===== config.mk =====
export PLATFORM = sky130hd
export DESIGN_NAME = interval_timer
export DESIGN_NICKNAME = d
export VERILOG_FILES = /design/src/rtl/interval_timer_pkg.sv /design/src/rtl/interval_timer.sv
export SDC_FILE = /design/constraint.sdc
export NUM_CORES = 1
export LEC_CHECK = 0
export CELL_PAD_IN_SITES_DETAIL_PLACEMENT = 0
export CELL_PAD_IN_SITES_GLOBAL_PLACEMENT = 1
export CORE_MARGIN = 10
export CORE_UTILIZATION = 42
export DETAILED_ROUTE_END_ITERATION = 12
export HOLD_SLACK_MARGIN = 0.15
export PLACE_DENSITY_LB_ADDON = 0.1
export SETUP_SLACK_MARGIN = 0.02
export SLEW_MARGIN = 40
export SYNTH_ARGS = -nofsm -noshare
export SYNTH_HDL_FRONTEND = slang
export SYNTH_SLANG_ARGS = --single-unit

===== constraint.sdc =====
create_clock -name clk -period 4.81 [get_ports clk]
set_input_delay 0.7215 -clock clk [delete_from_list [all_inputs] [get_ports clk]]
set_output_delay 0.7215 -clock clk [all_outputs]
set_load 0.02 [all_outputs]

===== src/rtl/interval_timer_pkg.sv =====
// Shared types for the interval timer: FSM state encoding and mode constants.
// Pure declarations, no logic and no latency.
// Imported by the timer and by anything that needs to decode its state.
package timer_pkg;

  // Timer FSM states.
  //   IDLE : interval loaded, not yet started
  //   RUN  : counting ticks
  //   HALT : paused, count frozen
  //   DONE : one-shot interval finished
  typedef enum logic [1:0] {
    IDLE = 2'd0,
    RUN  = 2'd1,
    HALT = 2'd2,
    DONE = 2'd3
  } timer_state_e;

  // Encoding of the mode input.
  localparam logic MODE_ONESHOT  = 1'b0;
  localparam logic MODE_PERIODIC = 1'b1;

endpackage : timer_pkg


===== src/rtl/interval_timer.sv =====
// Programmable down-counting interval timer, fed by the prescaler's carry-out on tick.
// Latency: expire is combinational in the tick cycle; cnt/busy/irq update on the next edge.
// No backpressure: requests are single-cycle pulses with fixed priority load > stop > start.
module interval_timer
  import timer_pkg::*;
#(
  parameter int DW = 16
) (
  input  logic          clk,
  input  logic          rst,
  input  logic          tick,
  input  logic          load,
  input  logic [DW-1:0] load_val,
  input  logic          start,
  input  logic          stop,
  input  logic          mode,
  input  logic          irq_clr,
  output logic [DW-1:0] cnt,
  output logic          busy,
  output logic          expire,
  output logic          irq
);

  localparam logic [DW-1:0] CNT_ZERO = '0;
  localparam logic [DW-1:0] CNT_ONE  = DW'(1);

  timer_state_e  state_q, state_d;
  logic [DW-1:0] cnt_q, cnt_d;
  logic [DW-1:0] reload_q, reload_d;
  logic          irq_q, irq_d;
  logic          expire_d;

  // Qualified requests: a higher-priority request masks the lower ones.
  logic start_req;
  logic stop_req;
  assign stop_req  = stop & ~load;
  assign start_req = start & ~load & ~stop;

  // Next-state logic: request handling, tick counting and expiry detection.
  always_comb begin
    state_d  = state_q;
    cnt_d    = cnt_q;
    reload_d = reload_q;
    expire_d = 1'b0;

    if (load) begin
      // Load aborts any run; a same-cycle tick is dropped.
      reload_d = load_val;
      cnt_d    = load_val;
      state_d  = IDLE;
    end else begin
      unique case (state_q)
        IDLE, HALT: begin
          // A zero count can never expire, so refuse to start it.
          if (start_req && (cnt_q != CNT_ZERO)) begin
            state_d = RUN;
          end
        end

        DONE: begin
          // Restart a finished one-shot from the stored interval.
          if (start_req && (reload_q != CNT_ZERO)) begin
            cnt_d   = reload_q;
            state_d = RUN;
          end
        end

        RUN: begin
          if (stop_req) begin
            // Pause wins over a same-cycle tick; the count is frozen.
            state_d = HALT;
          end else if (tick) begin
            if (cnt_q > CNT_ONE) begin
              cnt_d = cnt_q - CNT_ONE;
            end else if (cnt_q == CNT_ONE) begin
              expire_d = 1'b1;
              if (mode == MODE_ONESHOT) begin
                cnt_d   = CNT_ZERO;
                state_d = DONE;
              end else begin
                // Reload directly so the period is exactly reload ticks.
                cnt_d = reload_q;
              end
            end
          end
        end

        default: begin
          state_d = IDLE;
        end
      endcase
    end
  end

  // Sticky interrupt: a new expiry takes precedence over a clear.
  always_comb begin
    irq_d = irq_q;
    if (expire_d) begin
      irq_d = 1'b1;
    end else if (irq_clr) begin
      irq_d = 1'b0;
    end
  end

  // State, count, reload and irq registers with asynchronous reset.
  always_ff @(posedge clk or posedge rst) begin
    if (rst) begin
      state_q  <= IDLE;
      cnt_q    <= CNT_ZERO;
      reload_q <= CNT_ZERO;
      irq_q    <= 1'b0;
    end else begin
      state_q  <= state_d;
      cnt_q    <= cnt_d;
      reload_q <= reload_d;
      irq_q    <= irq_d;
    end
  end

  assign cnt    = cnt_q;
  assign busy   = (state_q == RUN);
  assign expire = expire_d;
  assign irq    = irq_q;

endmodule : interval_timer


==> flow_metrics.py <==
metrics = {
    "status": {
        "status": "finished clean",
    },
    "place": {
        "gp_congestion": 0.857,
        "portBuffers": 42,
        "dp.cells": 309,
        "hpwlAfterDp_mm": 4.13,
    },
    "grt": {
        "grtUsageTotal_pct": 14.0,
        "grt_pass1_wl_mm": 9.44,
        "antenna_found_initial": 0,
        "grt_pass1_vias": 1831,
        "overflow": 0,
        "grt_max_degree": 38,
    },
    "power": {
        "clkPwrFrac_pct": 26.1,
        "p_leak_nw": 1.03,
        "internal-power_uw": 534,
        "p_per_area_nw_per_um2": 302,
        "switchingPower_uw": 259,
        "combPwrFrac_pct": 27.8,
        "ir_drop_mv": 0.167,
        "sw_frac_of_total_pct": 32.6,
        "seqPwrFrac_pct": 46.0,
    },
    "drt": {
        "firstDrtPassIters": 4,
        "vias": 1823,
        "route.detailed.wl_per_inst_um": 18.1,
        "totalWireLength_mm": 5.75,
        "postRouteAntennaNets": 0,
        "drtIter0Drc": 167,
        "vias_per_cell": 5.75,
        "drc_errors": 0,
    },
    "sta": {
        "skew_ns": 0.00568,
        "fin_hold_ws_ns": 0.481,
        "worstMarginPinSlew_ns": 0.806,
        "setup_viol": 0,
        "fin_tns_setup_ns": 0,
        "finalCriticalPeriod_ns": 3.76,
        "period_share_pct": 78.2,
        "max_freq_mhz": 266,
        "hold_viol": 0,
        "slew_headroom_pct": 46.3,
        "drv_slew": 0,
        "rsz0062_at_grt": "no",
    },
    "finish": {
        "drive_gt1_share_pct": 14.0,
        "multi_input_area_um2": 1080,
        "syn2layout_area_growth_pct": 25.5,
        "fin_util_pct": 54.8,
        "fillers": 419,
        "seq_area_um2": 876,
        "finalNonFillerCells": 317,
        "antenna_cells": 0,
        "nets": 276,
    },
    "critical_path": {
        "critPathKind": "flop to output pin",
        "endpoint_kind": "output pin",
        "crit_fanout": 9,
        "arrival_ns": 3.04,
        "required_ns": 4.09,
        "cp-start-kind": "flop",
    },
    "logic_synthesis": {
        "synth_edf_count": 0,
        "synthAdderAreaFrac_pct": 1.80,
        "synth-simple-area-share_pct": 17.7,
        "ys_seq_elements": 35,
        "synthArstFlopShare_pct": 100,
        "synthXorXnorAreaFrac_pct": 1.68,
        "synth-compound-area-share_pct": 20.9,
        "synthCells": 211,
        "synthDistinctLibCells": 48,
        "netlist_area_um2": 2090,
        "synthMuxAreaShare_pct": 9.58,
        "synth_fp_nets": 238,
        "avgSynthCellArea_um2": 9.91,
        "seq_area_frac_synth_pct": 41.9,
        "yosysWarnings": 0,
        "synth_flop_cell": "dfrtp_1",
        "synth_top_family_by_area": "compound AO/OA/AOI/OAI gates",
    },
    "worst_hold_path": {
        "min_path_type": "flop to flop",
    },
    "floorplan": {
        "chipWidth_um": 90.6,
        "core_um2": 4790,
        "die-area_um2": 8200,
        "num_rows": 25,
        "io_pins": 43,
        "start_util_pct": 43.7,
        "die_h_um": 90.6,
    },
    "clock_tree": {
        "cts-root-buf": "clkbuf_8",
        "htreeDepth": 2,
        "cts_max_path_buffers": 2,
        "hold_buffers": 0,
        "insertion_delay_ns": 0.29,
        "postCtsSetupBuffers": 0,
        "cts_made_buffers": 5,
        "clk_pin_slew_ns": 0.07,
        "cts_tree": "built",
        "cts_resized": 0,
        "cts.sinks": 35,
    },
    "job": {
        "maxCapViolCount": 0,
    },
}
## path summary, 6_finish.rpt
| check | startpoint | endpoint | slack [ns] | cells after the start |
|---|---|---|---|---|
| setup / recovery | cnt[4] | expire | 1.05 | 5 |
| max in group asynchronous | rst | reload_q[12] | 3.64 | 3 |
| hold reg to reg | irq | irq | 0.48 | 1 |
| hold / removal | irq | irq | 0.48 | 1 |
| min in group asynchronous | rst | cnt[7] | 0.83 | 3 |
| setup reg to reg | cnt[0] | cnt[5] | 1.92 | 7 |
## critical path, stage by stage (launching register included)
cell and delay (ns):
dfrtp_1 0.45, or4_1 0.70, nor4_4 0.54, nand3_1 0.17, nor3_1 0.23, clkdlybuf4s50_1 0.66
## cells in the final DEF, fill, tap and decap left out, types with 2 or more instances in the layout
cell | synthesis | final
a221oi_1 | 10 | 10
a22oi_1 | 4 | 4
a222oi_1 | 2 | 2
nor2_1 | 6 | 6
a211oi_1 | 9 | 9
inv_1 | 16 | 16
nand2_1 | 8 | 8
or2_2 | 3 | 3
or3b_2 | 2 | 2
clkbuf_1 | 6 | 2
nor2b_1 | 2 | 2
or4_1 | 7 | 7
ha_1 | 3 | 3
dfrtp_1 | 35 | 35
nand3_1 | 4 | 4
clkbuf_8 | 0 | 5
and2_1 | 7 | 7
o22ai_1 | 8 | 8
buf_4 | 1 | 3
nor4b_1 | 2 | 2
mux2_2 | 16 | 16
a21oi_1 | 6 | 6
mux2i_1 | 2 | 2
or3_1 | 3 | 3
nor3_1 | 7 | 7
xor2_1 | 3 | 3
o31ai_1 | 2 | 2
nor4_1 | 4 | 4
clkdlybuf4s50_1 | 0 | 42
o21ai_0 | 9 | 9
## sequential cells by signal, indices dropped and copies added (netlist names)
register	flops
reload_q	16
cnt	16
irq	1
state_q	2
## synth_stat cells (all sizes together) (2+ instances only)
cell     count  area (um2)
dfrtp       35         876
inv         16        60.1
mux2        16         180
a221oi      10        87.6
o21ai       10        50.0
a211oi       9        67.6
buf          8        52.6
nand2        8        30.0
o22ai        8        50.1
a21oi        7        38.8
and2         7        43.8
nor3         7        35.0
or4          7        52.6
clkbuf       6        22.5
nor2         6        22.5
nor4         6        58.8
a22oi        4        30.0
nand3        4        20.0
or2          4        25.0
ha           3        37.5
or3          3        18.8
xor2         3        26.3
a222oi       2        20.0
mux2i        2        20.0
nor2b        2        12.5
nor4b        2        17.5
o2bb2ai      2        23.8
o31ai        2        15.0
or3b         2        17.5
## per-stage QoR
step | area (um2) | power, mW | setup slack [ns]
2_1_floorplan | 2090 | 0.498 | 1.82
3_3_place_gp | 2540 | 0.592 | 1.40
3_5_place_dp | 2540 | 0.592 | 1.35
4_1_cts | 2620 | 0.802 | 1.02
5_1_grt | 2620 | 0.836 | 0.808
6_report | 2620 | 0.793 | 1.05
## per-layer routing
layer	up-vias	wire, um	GRT usage, %
met2	53	2620	22.2
met1	887	2750	18.0
met5	-	0	0
met4	0	46	3.32
li1	876	-	-
met3	7	327	4.24
## cells by family (layout without fill, tap and decap cells)
| kind of cell | count (synthesis) | after routing |
|---|---|---|
| compound gates | 61 | 61 |
| xor+xnor | 4 | 4 |
| fa+ha+maj | 3 | 3 |
| buf+inv | 30 | 69 |
| flops | 35 | 35 |
| mux | 18 | 18 |
| simple gates | 60 | 60 |
## power groups by stage
stage / sequential (mW) / combinational [mW] / clock, mW
after CTS: 0.365 / 0.223 / 0.214
after global routing: 0.372 / 0.241 / 0.223
after detailed placement: 0.371 / 0.221 / 0
after global placement: 0.370 / 0.222 / 0
final: 0.365 / 0.221 / 0.207
after floorplan: 0.384 / 0.114 / 0
## final cells by class
type,count,share of cell area [%]
Clock inverter,1,0.191
Tap cell,67,3.20
Sequential cell,35,33.4
Clock buffer,7,2.91
Inverter,16,2.29
Multi-Input combinational cell,146,41.2
Timing Repair Buffer,45,16.9
Note: power is estimated with default switching activity, not from simulation.
